==> src/rtl/lii_pkg.sv <==
// Shared constants, types and helpers for the LII stream packer.
package lii_pkg;

  localparam int LII_PW    = 512;
  localparam int LII_TAG_W = 8;

  typedef logic [LII_TAG_W-1:0] lii_tag_t;

  // Counter width for n states, never narrower than one bit.
  function automatic int clog2_min1(input int n);
    return (n <= 2) ? 1 : $clog2(n);
  endfunction

  // Parameter legality: both lanes must fit in the phy word and a frame needs at least one beat.
  function automatic bit params_ok(input int lw, input int pw, input int frameBeats);
    return (2 * lw <= pw) && (frameBeats >= 1);
  endfunction

endpackage

==> src/rtl/lii_lane_slot.sv <==
// One-entry holding slot for a logical AXI-Stream lane; drained when the pair is joined.
module lii_lane_slot
  import lii_pkg::*;
#(
  parameter int W = 256
) (
  input  logic         clk_i,
  input  logic         rst_i,
  input  logic [W-1:0] tdata_i,
  input  logic         tvalid_i,
  output logic         tready_o,
  input  logic         drain_i,
  output logic         full_o,
  output logic [W-1:0] data_o
);

  logic         full_q, full_d;
  logic [W-1:0] data_q, data_d;
  logic         accept;

  // Refill in the same cycle as a drain so back-to-back joins leave no bubble.
  always_comb begin
    tready_o = !full_q | drain_i;
    accept   = tvalid_i & tready_o;
    full_d   = full_q;
    data_d   = data_q;
    if (accept) begin
      full_d = 1'b1;
      data_d = tdata_i;
    end else if (drain_i) begin
      full_d = 1'b0;
    end
  end

  // Slot state register; reset empties the slot and discards held data.
  always_ff @(posedge clk_i or posedge rst_i) begin
    if (rst_i) begin
      full_q <= 1'b0;
      data_q <= '0;
    end else begin
      full_q <= full_d;
      data_q <= data_d;
    end
  end

  assign full_o = full_q;
  assign data_o = data_q;

endmodule

==> src/rtl/lii_stream_packer.sv <==
// Joins two logical lanes into one registered, packed LII phy beat and tracks frame boundaries.
module lii_stream_packer
  import lii_pkg::*;
#(
  parameter int       LW          = 256,
  parameter int       PW          = LII_PW,
  parameter lii_tag_t SRC_ID      = 8'h00,
  parameter lii_tag_t DST_ID      = 8'h01,
  parameter int       FRAME_BEATS = 16
) (
  input  logic          aclk,
  input  logic          arst,
  input  logic [LW-1:0] lane0_tdata,
  input  logic          lane0_tvalid,
  output logic          lane0_tready,
  input  logic [LW-1:0] lane1_tdata,
  input  logic          lane1_tvalid,
  output logic          lane1_tready,
  output logic [PW-1:0] lii_out_p0_tdata,
  output logic          lii_out_p0_tvalid,
  input  logic          lii_out_p0_tready,
  output lii_tag_t      lii_out_p0_src,
  output lii_tag_t      lii_out_p0_dst,
  output logic          frame_done,
  output logic          ce
);

  localparam int             CW        = clog2_min1(FRAME_BEATS);
  localparam logic [CW-1:0]  LAST_BEAT = CW'(FRAME_BEATS - 1);

  if (!params_ok(LW, PW, FRAME_BEATS)) begin : gParamCheck
    $error("lii_stream_packer: need 2*LW <= PW and FRAME_BEATS >= 1");
  end

  logic          full0, full1;
  logic [LW-1:0] data0, data1;
  logic          outFree, pairJoin, outHs;

  logic [PW-1:0] outData_q, outData_d;
  logic          outValid_q, outValid_d;
  logic [CW-1:0] beatCnt_q, beatCnt_d;
  logic          frameDone_q, frameDone_d;

  lii_lane_slot #(.W(LW)) uSlot0 (
    .clk_i    (aclk),
    .rst_i    (arst),
    .tdata_i  (lane0_tdata),
    .tvalid_i (lane0_tvalid),
    .tready_o (lane0_tready),
    .drain_i  (pairJoin),
    .full_o   (full0),
    .data_o   (data0)
  );

  lii_lane_slot #(.W(LW)) uSlot1 (
    .clk_i    (aclk),
    .rst_i    (arst),
    .tdata_i  (lane1_tdata),
    .tvalid_i (lane1_tvalid),
    .tready_o (lane1_tready),
    .drain_i  (pairJoin),
    .full_o   (full1),
    .data_o   (data1)
  );

  // Join both slots into the output register when it is empty or being emptied; count accepted beats.
  always_comb begin
    outFree     = !outValid_q | lii_out_p0_tready;
    pairJoin    = full0 & full1 & outFree;
    outHs       = outValid_q & lii_out_p0_tready;
    outData_d   = outData_q;
    outValid_d  = outValid_q;
    beatCnt_d   = beatCnt_q;
    frameDone_d = 1'b0;
    if (pairJoin) begin
      outData_d             = '0;
      outData_d[2*LW-1:0]   = {data1, data0};
      outValid_d            = 1'b1;
    end else if (lii_out_p0_tready) begin
      outValid_d = 1'b0;
    end
    if (outHs) begin
      if (beatCnt_q == LAST_BEAT) begin
        beatCnt_d   = '0;
        frameDone_d = 1'b1;
      end else begin
        beatCnt_d = beatCnt_q + CW'(1);
      end
    end
  end

  // Output beat, beat counter and frame pulse registers; reset drops any pending beat.
  always_ff @(posedge aclk or posedge arst) begin
    if (arst) begin
      outData_q   <= '0;
      outValid_q  <= 1'b0;
      beatCnt_q   <= '0;
      frameDone_q <= 1'b0;
    end else begin
      outData_q   <= outData_d;
      outValid_q  <= outValid_d;
      beatCnt_q   <= beatCnt_d;
      frameDone_q <= frameDone_d;
    end
  end

  assign lii_out_p0_tdata  = outData_q;
  assign lii_out_p0_tvalid = outValid_q;
  assign lii_out_p0_src    = SRC_ID;
  assign lii_out_p0_dst    = DST_ID;
  assign frame_done        = frameDone_q;
  assign ce                = lane0_tready & lane1_tready;

endmodule
==> config.mk <==
export PLATFORM = sky130hd
export DESIGN_NAME = lii_stream_packer
export DESIGN_NICKNAME = d
export VERILOG_FILES = /design/src/rtl/lii_pkg.sv /design/src/rtl/lii_lane_slot.sv /design/src/rtl/lii_stream_packer.sv
export SDC_FILE = /design/constraint.sdc
export NUM_CORES = 2
export LEC_CHECK = 0
export ABC_AREA = 1
export CELL_PAD_IN_SITES_DETAIL_PLACEMENT = 1
export CELL_PAD_IN_SITES_GLOBAL_PLACEMENT = 1
export CORE_AREA = 2 2 404 406
export CTS_BUF_LIST = sky130_fd_sc_hd__clkbuf_8
export DETAILED_ROUTE_END_ITERATION = 16
export DIE_AREA = 0 0 406 408
export GPL_TIMING_DRIVEN = 0
export PLACE_DENSITY = 0.62
export SYNTH_ARGS = -nofsm -noshare
export SYNTH_HDL_FRONTEND = slang
export SYNTH_SLANG_ARGS = --single-unit
export TNS_END_PERCENT = 30
==> constraint.sdc <==
create_clock -name aclk -period 49.5 [get_ports aclk]
set_clock_uncertainty 0.2 [all_clocks]
set_input_delay 14.85 -clock aclk [delete_from_list [all_inputs] [get_ports aclk]]
set_output_delay 14.85 -clock aclk [all_outputs]
set_load 0.005 [all_outputs]
==> results.py <==
metrics = {
    "finish": {
        "area_growth_pct": 42.5,
        "n_fill_cell": 18900,
        "seqCellArea_um2": 25800,
        "design_area_um2": 57500,
        "final_cell_mix": "nand2_1 (2,063), dfrtp_1 (1,032), clkdlybuf4s50_1 (1,031), nand3_1 (1,027), clkbuf_8 (224)",
        "multi_input_area_um2": 13000,
        "layout_commonest_cell": "nand2_1",
        "finish.utilization_pct": 35.6,
        "drive_gt1_share_pct": 7.36,
        "nNetsFinal": 6258,
    },
    "sta": {
        "grt_setup_unrepaired": "false",
        "final.period_utilization_pct": 67.1,
        "finalHoldViolCount": 0,
        "worst_slew_pin_slew_ns": 1.27,
        "setup_ws_ns": 16.27,
        "maxSlewViolCount": 0,
        "period_needed_ns": 33.23,
        "slew-limit-headroom_pct": 15.6,
        "timing.fmax_mhz": 30.1,
        "finalSetupViolCount": 0,
    },
    "die": {
        "initial_core_util_pct": 25.0,
        "ios": 1050,
        "coreArea_um2": 162000,
        "dieArea_um2": 166000,
        "row_count": 148,
        "fp.dieH_um": 408,
        "die_w_um": 406,
    },
    "grt": {
        "grtUsageTotal_pct": 21.9,
        "antenna_found_initial": 68,
        "grt_start_max_net_pins": 118,
        "grt_first_pass_wirelength_um": 266000,
        "grt-ovfl-total": 0,
        "grt_pass1_vias": 38600,
    },
    "synthesis": {
        "synth.top_cells.by_area": "dfrtp_1 (64%), nand2_1 (19%), nand3_1 (13%)",
        "post-synth-top-area-cell": "dfrtp_1",
        "syn_area_um2": 40400,
        "synth-seq-cells": 1032,
        "syn_inst": 4495,
        "netlist.area_leader.share_pct": 63.9,
        "yosysWarnings": 0,
        "synth_cell_types": 17,
        "avgSynthCellArea_um2": 8.98,
        "synth-seq-area-share_pct": 63.9,
    },
    "clock_network": {
        "clk_pin_slew_ns": 0.05,
        "cts.sinks": 1032,
        "worstSkewPairLatency_ns": 0.92,
        "cts_resized": 0,
        "cts_tree": "built",
        "cts_made_buffers": 188,
        "cts_setup_buffers": 0,
        "cts_hold_buf": 0,
        "htree_levels": 4,
        "cts_root_buf": "clkbuf_8",
        "cts_buffer_depth": 3,
    },
    "worst_setup_path": {
        "start_kind": "input pin",
        "crit_family": "buffers and inverters",
        "crit_chain": "clkdlybuf4s50_1, inv_1, nand2_1, nand2_1, buf_4, buf_2, buf_2, o21ai_0, clkdlybuf4s50_1",
        "worstPathRequired_ns": 34.45,
        "cp_slowest_stage_delay_ns": 0.72,
        "criticalPathCategory": "in -> out",
        "crit_path_top_delay_cell": "clkdlybuf4s50_1",
        "cp_max_fo": 10,
        "worstPathArrival_ns": 18.18,
        "cp_num_buf_inv": 6,
        "setup.worst_path.end_class": "output pin",
    },
    "placement": {
        "portBuffers": 1031,
        "place_ws_ns": 15.97,
        "dpl.hpwl_um": 139000,
        "gp_congestion": 0.872,
        "place_area_um2": 53800,
    },
    "drt": {
        "drc_errors": 0,
        "wl_per_cell_um": 22.7,
        "wl_um": 184000,
        "drtPass1Iterations": 5,
        "vias": 36700,
        "drtAntennaViolNets": 0,
        "viasPerCell": 4.54,
        "routed.top_layer": "met5",
        "met3_length_um": 13500,
        "wl_met2_um": 89400,
        "first_iter_violations": 2228,
        "drt-met1-wl_um": 73200,
    },
    "power_and_ir_drop": {
        "power.leakage_nw": 28.8,
        "power.density_nw_per_um2": 66.7,
        "ir_drop_v": 0.0000238,
        "power_w": 0.00384,
    },
    "outcome": {
        "status": "finished, final reports clean",
    },
    "worst_hold_path": {
        "hp-class": "reg -> reg",
    },
    "job": {
        "maxCapViolations": 0,
    },
}
==> power by group <==
| group | internal, W | switching (W) |
|---|---|---|
| Clock | 0.000426 | 0.000388 |
| Combinational | 0.000627 | 0.000939 |
| Sequential | 0.00124 | 0.000226 |
| Total | 0.00229 | 0.00155 |
==> cells in the mapped netlist <==
library cell	n
buf_1	12
buf_2	142
buf_4	19
clkbuf_1	182
conb_1	2
dfrtp_1	1032
ha_1	1
inv_1	5
inv_2	1
nand2_1	2063
nand2_2	1
nand2_4	1
nand3_1	1027
nor2_1	3
o21ai_0	2
or2_2	1
xnor2_1	1
==> path summary, 6_finish.rpt <==
kind / start / to / slack [ns] / depth (start not counted)
min in group asynchronous: arst / lii_out_p0_tdata[326] / 14.28 / 2
max in group asynchronous: arst / uSlot0.data_o[22] / 32.76 / 5
setup reg to reg: lii_out_p0_tvalid / lii_out_p0_tdata[258] / 46.24 / 7
setup / recovery: lii_out_p0_tready / ce / 16.27 / 9
hold reg to reg: lii_out_p0_tdata[257] / lii_out_p0_tdata[257] / 0.27 / 2
hold / removal: lii_out_p0_tdata[257] / lii_out_p0_tdata[257] / 0.27 / 2
==> layer usage <==
metal,global-route usage [%],up-vias
met4,9.11,72
li1,-,16900
met2,36.7,1069
met5,0,-
met3,7.10,339
met1,25.7,18300
==> worst register-to-register path: stages, from the launching register on <==
cell and delay [ns]:
dfrtp_1 0.37, nand2_1 0.51, nand2_1 0.29, buf_4 0.34
clkbuf_1 0.80, buf_2 0.50, nand2_1 0.11, nand2_1 0.07
==> state kept, by name, summed over array words and instances, names as in the netlist <==
name,cells
beatCnt_q,4
lii_out_p0_tdata,512
uSlot0.data_o,256
lii_out_p0_tvalid,1
uSlot1.full_o,1
uSlot1.data_o,256
uSlot0.full_o,1
frame_done,1
==> stage by stage <==
| step | hold slack, ns | std cells | setup TNS (ns) |
|---|---|---|---|
| 2_1_floorplan | 0.243 | 4509 | 0 |
| 3_3_place_gp | 0.253 | 7715 | -9302.33 |
| 3_5_place_dp | 0.257 | 7725 | 0 |
| 4_1_cts | 0.271 | 8055 | 0 |
| 5_1_grt | 0.284 | 8080 | 0 |
| 6_report | 0.268 | 8088 | 0 |
==> area by class of cell <==
| type | count | share of cell area [%] |
|---|---|---|
| clock buffers | 224 | 5.36 |
| diodes | 33 | 0.143 |
| repair buffers | 1041 | 18.4 |
| well taps | 2175 | 4.73 |
| multi-input cells | 3116 | 22.6 |
| flip-flops and latches | 1032 | 44.9 |
| clock inverters | 106 | 1.07 |
| inverters | 6 | 0.0522 |
| plain buffers | 355 | 2.75 |
==> cells by family (layout without fill, tap and decap cells) <==
family / Yosys count / count (layout) / synth area share (%)
xor gates and xnor gates: 1 / 1 / 0.0217
adders and majority gates: 1 / 1 / 0.0310
DFF: 1032 / 1032 / 63.9
buffers and inverters: 361 / 1732 / 3.97
AOI/OAI and AO/OA: 2 / 2 / 0.0248
other: 2 / 49 / 0.0186
and+or+nand+nor: 3096 / 3096 / 32.0
Note: power is estimated with default switching activity, not from simulation.
